<file path="src/rtl/alu_sequencer.sv">
// Issue/writeback controller for the shared 8-bit ALU: fetches 16-bit instructions,
// issues them to the registered ALU and writes results to A/B or data memory.
module alu_sequencer #(
  parameter int unsigned         PC_WIDTH = 10,
  parameter logic [PC_WIDTH-1:0] PC_RESET = '0
) (
  input  logic                clk,
  input  logic                reset,
  output logic                imem_req,
  output logic [PC_WIDTH-1:0] imem_addr,
  input  logic                imem_ack,
  input  logic [15:0]         imem_data,
  output logic                dmem_req,
  output logic                dmem_we,
  output logic [9:0]          dmem_addr,
  output logic [7:0]          dmem_wdata,
  input  logic                dmem_ack,
  input  logic [7:0]          dmem_rdata,
  output logic [5:0]          alu_opcode,
  output logic [9:0]          alu_in1,
  output logic [9:0]          alu_in2,
  input  logic [7:0]          alu_result,
  output logic [7:0]          reg_a,
  output logic [7:0]          reg_b,
  output logic [PC_WIDTH-1:0] pc,
  output logic                illegal
);

  localparam logic [5:0] OpNop  = 6'h00;
  localparam logic [5:0] OpLdca = 6'h01;
  localparam logic [5:0] OpLdcb = 6'h02;
  localparam logic [5:0] OpLda  = 6'h03;
  localparam logic [5:0] OpLdb  = 6'h04;
  localparam logic [5:0] OpSta  = 6'h05;
  localparam logic [5:0] OpStb  = 6'h06;
  localparam logic [5:0] OpAdda = 6'h07;
  localparam logic [5:0] OpAddb = 6'h08;

  localparam logic [PC_WIDTH-1:0] PcOne = PC_WIDTH'(1);

  typedef enum logic [2:0] {StFetch, StDecode, StExec, StWb, StMem} state_e;

  state_e              state_q, state_d;
  logic [PC_WIDTH-1:0] pc_q;
  logic [15:0]         ir_q;
  logic [7:0]          a_q, b_q, dmem_wdata_q;
  logic                imem_req_q, imem_req_d;
  logic                dmem_req_q, dmem_req_d;
  logic                dmem_we_q, illegal_q;
  logic [5:0]          alu_opcode_q, alu_opcode_d;

  logic [5:0] op;
  logic [9:0] operand;
  logic       op_legal, op_mem, op_store;

  assign op       = ir_q[15:10];
  assign operand  = ir_q[9:0];
  assign op_legal = op inside {OpNop, OpLdca, OpLdcb, OpLda, OpLdb, OpSta, OpStb, OpAdda, OpAddb};
  assign op_mem   = op inside {OpLda, OpLdb, OpSta, OpStb};
  assign op_store = op inside {OpSta, OpStb};

  always_ff @(posedge clk or negedge reset) begin
    if (!reset) state_q <= StFetch;
    else        state_q <= state_d;
  end

  always_comb begin
    state_d = state_q;
    unique case (state_q)
      StFetch:  if (imem_req_q && imem_ack) state_d = StDecode;
      StDecode: state_d = StExec;
      StExec:   state_d = StWb;
      StWb:     state_d = op_mem ? StMem : StFetch;
      StMem:    if (dmem_ack) state_d = StFetch;
      default:  state_d = StFetch;
    endcase
  end

  // Output flops load the value for the state being entered, so requests and the
  // ALU opcode line up with the state they belong to.
  always_comb begin
    imem_req_d   = (state_d == StFetch);
    dmem_req_d   = (state_d == StMem);
    alu_opcode_d = (state_d == StExec && op_legal) ? op : OpNop;
  end

  always_ff @(posedge clk or negedge reset) begin
    if (!reset) begin
      pc_q         <= PC_RESET;
      ir_q         <= '0;
      a_q          <= '0;
      b_q          <= '0;
      dmem_wdata_q <= '0;
      dmem_we_q    <= 1'b0;
      imem_req_q   <= 1'b0;
      dmem_req_q   <= 1'b0;
      alu_opcode_q <= OpNop;
      illegal_q    <= 1'b0;
    end else begin
      imem_req_q   <= imem_req_d;
      dmem_req_q   <= dmem_req_d;
      alu_opcode_q <= alu_opcode_d;
      if (state_q == StFetch && imem_req_q && imem_ack) ir_q <= imem_data;
      if (state_q == StDecode && !op_legal) illegal_q <= 1'b1;
      if (state_q == StWb) begin
        case (op)
          OpLdca:        a_q <= operand[7:0];
          OpLdcb:        b_q <= operand[7:0];
          OpAdda:        a_q <= alu_result;
          OpAddb:        b_q <= alu_result;
          OpSta, OpStb:  dmem_wdata_q <= alu_result;
          default:       ;
        endcase
        if (op_mem) dmem_we_q <= op_store;
        else        pc_q <= pc_q + PcOne;
      end
      if (state_q == StMem && dmem_ack) begin
        if (op == OpLda) a_q <= dmem_rdata;
        if (op == OpLdb) b_q <= dmem_rdata;
        pc_q <= pc_q + PcOne;
      end
    end
  end

  assign imem_req   = imem_req_q;
  assign imem_addr  = pc_q;
  assign dmem_req   = dmem_req_q;
  assign dmem_we    = dmem_we_q;
  assign dmem_addr  = operand;
  assign dmem_wdata = dmem_wdata_q;
  assign alu_opcode = alu_opcode_q;
  assign alu_in1    = {2'b00, a_q};
  assign alu_in2    = {2'b00, b_q};
  assign reg_a      = a_q;
  assign reg_b      = b_q;
  assign pc         = pc_q;
  assign illegal    = illegal_q;

endmodule

</file>
<file path="config.mk">
export PLATFORM = sky130hd
export DESIGN_NAME = alu_sequencer
export DESIGN_NICKNAME = d
export VERILOG_FILES = /design/src/rtl/alu_sequencer.sv
export SDC_FILE = /design/constraint.sdc
export NUM_CORES = 1
export LEC_CHECK = 0
export ABC_CLOCK_PERIOD_IN_PS = 1700
export CORE_MARGIN = 3
export CORE_UTILIZATION = 40
export DETAILED_ROUTE_END_ITERATION = 16
export GPL_TIMING_DRIVEN = 0
export PLACE_DENSITY = 0.83
export SLEW_MARGIN = 20
export SYNTH_ARGS = -nofsm -noshare
export SYNTH_HDL_FRONTEND = slang
export SYNTH_SLANG_ARGS = --single-unit
</file>
<file path="constraint.sdc">
create_clock -name clk -period 1.7 [get_ports clk]
set_clock_uncertainty 0.1 [all_clocks]
set_input_delay 0.255 -clock clk [delete_from_list [all_inputs] [get_ports clk]]
set_output_delay 0.255 -clock clk [all_outputs]
set_load 0.01 [all_outputs]
</file>
# Word-level counts from Yosys, hierarchy flattened
# Index checks and enable logic that the tools add are counted.
[word_totals]
regBits = 63
inputBits = 36
output_inout_bits = 84
word_cells = 61
[op_classes]
addsub = 1
eq_ne = 15
mux = 16
reduce_logical = 18
[ops]
columns = ["operator", "n"]
rows = [
  ["$mux W8", 6],
  ["$pmux W8 S2", 2],
  ["$mux W10", 3],
  ["$eq A6 B3 Y1 const B", 4],
  ["$pmux W3 S5", 1],
  ["$eq A6 B2 Y1 const B", 2],
  ["$add A10 B1 Y10 const B", 1],
  ["$eq A3 B2 Y1 const B", 3],
  ["$mux W3", 3],
  ["$reduce_bool A9 Y1", 1],
  ["$eq A3 B3 Y1 const B", 2],
  ["$eq A6 B1 Y1 const B", 1],
  ["$eq A6 B4 Y1 const B", 1],
  ["$logic_and A1 B1 Y1", 6],
  ["$logic_not A3 Y1", 2],
  ["$logic_not A6 Y1", 1],
  ["$mux W6", 1],
  ["$reduce_and A2 Y1", 3],
  ["$reduce_bool A2 Y1", 2],
  ["$reduce_bool A4 Y1", 1],
  ["$eq A3 B1 Y1 const B", 1],
  ["$ne A2 B1 Y1 const B", 1],
  ["$reduce_or A2 Y1", 1],
  ["$logic_not A1 Y1", 1],
]

# Depth between registers and ports, before layout
[depth]
depth_word = 7
ltp_mapped = 7
mapped_depth_nobuf = 5

# Worst setup path before layout
# Ideal clock, no wire load.
[synth_timing]
kind = "register -> register"
startpoint = "reg ir_q[13]"
endpoint = "reg pc_q[1], in the netlist imem_addr[1]"
setup_time_ns = 0.128
arrival_ns = 1.518
required_time_ns = 1.472
path_slack_ns = -0.046
stages_incl_launch_ff = 6
synth_period_minus_slack_ns = 1.746
path_cell_list = "dfrtp_1 > buf_2 > nor3_4 > o21ai_4 > a21oi_4 > mux2_1"
[synth_via]
elab_chain_cells = 4
elab_cells_between_ends = 7
[synth_rtl]
columns = ["element", "line_no", "text"]
rows = [
  ["from (decl)", "45", "logic [15:0] ir_q;"],
  ["from (signal assigned)", "103", "if (state_q == StFetch && imem_req_q && imem_ack) ir_q <= imem_data;"],
  ["$eq A6 B2 Y1 / $eq A6 B3 Y1 (equally long branches)", "59", "assign op_mem = op inside {OpLda, OpLdb, OpSta, OpStb};"],
  ["$reduce_bool A4 Y1 (*)", "59", ""],
  ["$ne A2 B1 Y1 (no line) (*)", "--", ""],
  ["$reduce_and A2 Y1 (no line) (*)", "--", ""],
  ["to (signal assigned)", "115", "else pc_q <= pc_q + PcOne;"],
  ["to (signal assigned)", "120", "pc_q <= pc_q + PcOne;"],
  ["to (decl)", "44", "logic [PC_WIDTH-1:0] pc_q;"],
]
# Mark *: on every way between the ends. The rest lies on a longest branch, timed or not.
# A chain may end at the register's enable or synchronous reset.

# Worst setup path after layout
[layout_timing]
startpoint = "reg ir_q[11]"
endpoint = "reg b_q[1], in the netlist reg_b[1]"
[layout_via]
elab_chain_cells = 5
elab_cells_between_ends = 7
[layout_rtl]
columns = ["element", "line_no", "text"]
rows = [
  ["$eq A6 B4 Y1 / $eq A6 B2 Y1 (equally long branches)", "106", "case (op)"],
  ["$pmux W8 S2", "106", ""],
  ["$mux W8", "105", "if (state_q == StWb) begin"],
  ["$mux W8", "119", "if (op == OpLdb) b_q <= dmem_rdata;"],
  ["$mux W8 (*)", "117", "if (state_q == StMem && dmem_ack) begin"],
  ["to (signal assigned)", "108", "OpLdcb: b_q <= operand[7:0];"],
  ["to (signal assigned)", "110", "OpAddb: b_q <= alu_result;"],
  ["to (signal assigned)", "119", ""],
  ["to (decl)", "46", "logic [7:0] a_q, b_q, dmem_wdata_q;"],
]
# Marks and branches as above.

==> tab_implementation.tex <==
\begin{tabular}{lr}
\hline
Metric & Value \\
\hline
\multicolumn{2}{l}{\textbf{Logic synthesis}} \\
\quad Share of the synthesized netlist area taken by xor and xnor gates & 3.542\% \\
\quad Most frequently used cell type in the post-synthesis netlist & dfrtp\_1 \\
\quad Gate count of the mapped netlist & roughly 280 \\
\quad Area fraction of the dominant cell type after synthesis & 49.05\% \\
\quad Netlist cell types & 46 \\
\quad Post-synthesis cell area & 0.003214 mm2 \\
\quad Cell type contributing the most total cell area after synthesis & dfrtp\_1 \\
\quad Most used flip-flop cell after synthesis & dfrtp\_1 \\
\quad Share of synthesized registers carrying an async set or reset & 100.0\% \\
\quad Largest family of logic cells by synthesized area & simple AND/OR/NAND/NOR gates \\
\quad Yosys warns & 0 \\
\quad Largest cells by area after synthesis & dfrtp\_1 (49\%), buf\_4 (11\%), mux2\_2 (9.1\%), a22oi\_1 (3.7\%), nor2\_1 (2.6\%) \\
\quad Multiplexer fraction of the synthesized cell area & 9.459\% \\
\quad Number of synthesized flops with an enable pin & 0 \\
\quad Register bit count reported by yosys & 63 \\
\quad Adder and majority cell fraction of the synthesized area & 0.3893\% \\
\quad Part of the Yosys area used for sequential elements & 49.05\% \\
\quad Complex-gate fraction of the synthesized area & 11.29\% \\
\quad Synth Area in Simple Gates & between 10\% and 20\% \\
\quad Ranking of synthesized cells by instance count & dfrtp\_1 (63), buf\_4 (45), mux2\_2 (26), nor2\_1 (22) \\
\quad Mean post-synth cell area & 11.40 um2 \\
\multicolumn{2}{l}{\textbf{Worst setup path}} \\
\quad Critical R2R Capture & reg\_b[1]\$\_DFF\_PN0\_ \\
\quad Max incr delay on CP & 0.42 ns \\
\quad Crit start category & flip-flop \\
\quad Critical-path cell list & buf\_4, nor2\_4, nand4b\_1, nor2\_4, a22oi\_1, a31oi\_1 \\
\quad R2r setup slk & -0.08 ns \\
\quad Crit path top cell by count & nor2\_4 \\
\quad Start of the worst register-to-register path & ir\_q[11]\$\_DFFE\_PN0P\_ \\
\quad Slowest cell on the critical path & dfrtp\_1 \\
\quad Crit path max fanout & 10 \\
\quad Worst Reg2Reg Path Length in Cells & 6 \\
\quad Required time of the critical path & 1.86 ns \\
\quad Origin of the worst setup path & ir\_q[11]\$\_DFFE\_PN0P\_ \\
\quad Worst Setup EP & reg\_b[1]\$\_DFF\_PN0\_ \\
\quad Worst endpoint data arrival time & 1.94 ns \\
\quad Critical Setup Path Class & reg2reg \\
\quad Critical path capture point type & flip-flop \\
\multicolumn{2}{l}{\textbf{Final layout}} \\
\quad Nets & 518 \\
\quad Layout cell share with drive strength beyond 1 & 42.56\% \\
\quad Sequential cell area & 0.001584 mm2 \\
\quad Area taken by multi-input logic gates & 0.001486 mm2 \\
\quad Synthesis-to-finish area growth & 72.79\% \\
\quad Number of diodes & 0 \\
\quad Fill count & 526 \\
\quad Number of cells in the finished layout apart from fillers & 586 \\
\multicolumn{2}{l}{\textbf{CTS}} \\
\quad Clock tree from TritonCTS & yes \\
\quad Num CTS Buffers & 9 \\
\quad Clock tree sinks & 63 \\
\quad Clk slew on worst S/H paths & 0.07 ns \\
\quad \# H-tree levels & 3 \\
\quad CTS max path bufs & 2 \\
\quad Master cell of the clock root buffer & clkbuf\_8 \\
\quad Insertion delay of the later-clocked pin in the worst-skew pair & approximately 0.34 ns \\
\multicolumn{2}{l}{\textbf{Min path}} \\
\quad Kind of path behind the tightest hold check & in2async \\
\multicolumn{2}{l}{\textbf{Timing}} \\
\quad TNS Setup & -0.8260 ns \\
\quad Final count of negative-setup-slack endpoints & 18 \\
\quad Final critical-path required period & 1.783 ns \\
\quad Maximum clock frequency & 560.8 MHz \\
\quad Final hold violation count & 0 \\
\quad Setup repair after global routing missed its margin & true \\
\quad Worst hold slack after final layout & 0.2898 ns \\
\quad Tcrit/Tclk final & 104.9\% \\
\quad Final slew viol count & 0 \\
\quad Final WS setup & -0.08331 ns \\
\multicolumn{2}{l}{\textbf{Placed design}} \\
\quad Final estimated routing congestion in global placement & 0.8100 \\
\quad Post-detail-place hpwl & between 6 and 7 mm \\
\quad Number of buffers inserted by port buffering & 115 \\
\quad Total placed cells including tap cells & 505 \\
\multicolumn{2}{l}{\textbf{Pwr}} \\
\quad Worst vdd ir & 0.9440 mV \\
\quad Pwr Total & 9.455 mW \\
\quad Leakage power summed over all cells & 2.678 nW \\
\quad Total power divided by cell area & 1702 mW/mm2 \\
\multicolumn{2}{l}{\textbf{Global routing}} \\
\quad GRT overflow & 0 \\
\quad Maximum number of pins on one net before global-route repair & 35 \\
\quad Total global-route track usage & between 20\% and 30\% \\
\quad Initial antenna violation count & 0 \\
\quad Via count of the first global-routing pass & 2,931 \\
\quad First-pass GRT wire length & 14.60 mm \\
\multicolumn{2}{l}{\textbf{Detailed routing}} \\
\quad Wire length reported by the detailed router & 10.58 mm \\
\quad Via-to-Cell Ratio & a little over 5 \\
\quad Number of DRC markers in iteration 0 & 263 \\
\quad ANT nets after route & 0 \\
\quad Pre-antenna DRT Iters & 4 \\
\quad Count of unresolved DRC violations after routing & 0 \\
\quad Routed via count & 3,012 \\
\quad Routed WL per cell & 18.06 um \\
\multicolumn{2}{l}{\textbf{Die}} \\
\quad Overall die area & 0.009147 mm2 \\
\quad Placeable core region & 0.007767 mm2 \\
\quad Vertical die dimension & 95.64 um \\
\quad Standard-cell row count & 32 \\
\quad Die X & $\sim$96 um \\
\quad Top-Level Pins & 120 \\
\quad Initial cell density of the core & between 40\% and 50\% \\
\multicolumn{2}{l}{\textbf{Run status}} \\
\quad Status & finished with violations \\
\quad Violated checks & negative setup slack \\
\multicolumn{2}{l}{\textbf{Flow run}} \\
\quad \# Max-Cap Violations & 0 \\
\hline
\end{tabular}
[flip-flops by register name, indices dropped and copies added (netlist names)]
name	cells
reg_a	8
dmem_we	1
imem_req	1
alu_opcode	6
dmem_wdata	8
reg_b	8
ir_q	16
state_q	3
illegal	1
dmem_req	1
imem_addr	10
[timing repair]
item,in CTS,in global routing
endpoints found under the hold margin,29,0
hold buffers,1,0
buffers inserted,48,17
pin swaps,22,36
gates resized for setup,61,53
cloned,0,2
setup endpoints to repair,78,61
[area by class of cell]
class | instances | share of cell area [%]
buffer | 52 | 7.704
clock buffer | 13 | 2.861
clock inverter | 1 | 0.09011
inverter | 3 | 0.2478
multi-input combinational | 169 | 26.76
sequential | 63 | 28.52
tap | 102 | 2.298
timing repair buffer | 183 | 31.52
[kinds of logic (layout without fill, tap and decap cells)]
logic type                 after synthesis  in the layout
and+or+nand+nor                         71             72
DFF                                     63             63
buffers and inverters                   56            252
AOI/OAI and AO/OA                       50             50
muxes                                   27             27
xor gates and xnor gates                13             13
adders and majority gates                1              1
other                                    1              6
[power by group]
| group | internal, mW | switching, mW | leakage, nW |
|---|---|---|---|
| combinational | 3.35 | 2.33 | 1.83 |
| clock | 0.592 | 0.559 | 0.0854 |
| sequential | 2.10 | 0.519 | 0.757 |
| total | 6.05 | 3.40 | 2.68 |
[how the worst min path moves through the flow]
stage                                    from                      end  slack [ns]
after floorplan                         reset  alu_opcode[0]$_DFF_PN0_       -0.14
after global placement    illegal$_DFFE_PN0P_      illegal$_DFFE_PN0P_        0.37
after detailed placement                reset       reg_a[3]$_DFF_PN0_        0.11
after CTS                               reset       reg_a[3]$_DFF_PN0_        0.31
after global routing                    reset       reg_a[4]$_DFF_PN0_        0.32
final                                   reset       reg_a[3]$_DFF_PN0_        0.29
[stage by stage]
stage	util, %	cell area, um2	worst slack (ns)
floorplan	-	3233	0.001941
global placement	58.09	4512	-1.776
detailed placement	58.31	4529	-0.3049
CTS	66.91	5197	-0.03250
global route	71.50	5554	-0.1855
finish	71.50	5554	-0.08331
[cell usage in the layout (no fill, tap or decap), drive strengths merged, types with 3 or more instances in the layout]
master         Yosys  final
nor3b              3      3
conb               1      6
mux2              27     27
nand2             16     16
o21ai              5      5
clkdlybuf4s50      0     79
a22o               6      6
dfrtp             63     63
nand4              4      4
nand3              6      7
clkbuf             2     14
inv                3      3
xnor2              6      6
dlymetal6s2s       0     14
a22oi             16     16
a21oi              8      8
nor2              23     23
buf               51    120
and2               3      3
a31oi              8      8
xor2               7      7
dlygate4sd2        0     20
and3b              3      3
[worst max-delay path: cells and delay by family, from the launching register on]
family,cells,cell delay (ns)
and+or+nand+nor,3,0.64
DFF,1,0.42
AOI/OAI and AO/OA,2,0.31
buffers and inverters,1,0.21
[metal layers]
layer	routed length [um]	vias to the layer above	GRT usage (%)
met5	0	-	0
met4	368	0	8.412
met3	735	38	2.841
met2	5428	155	35.61
met1	4050	1467	26.66
li1	-	1352	-
Power figures use the tool's default switching activity.
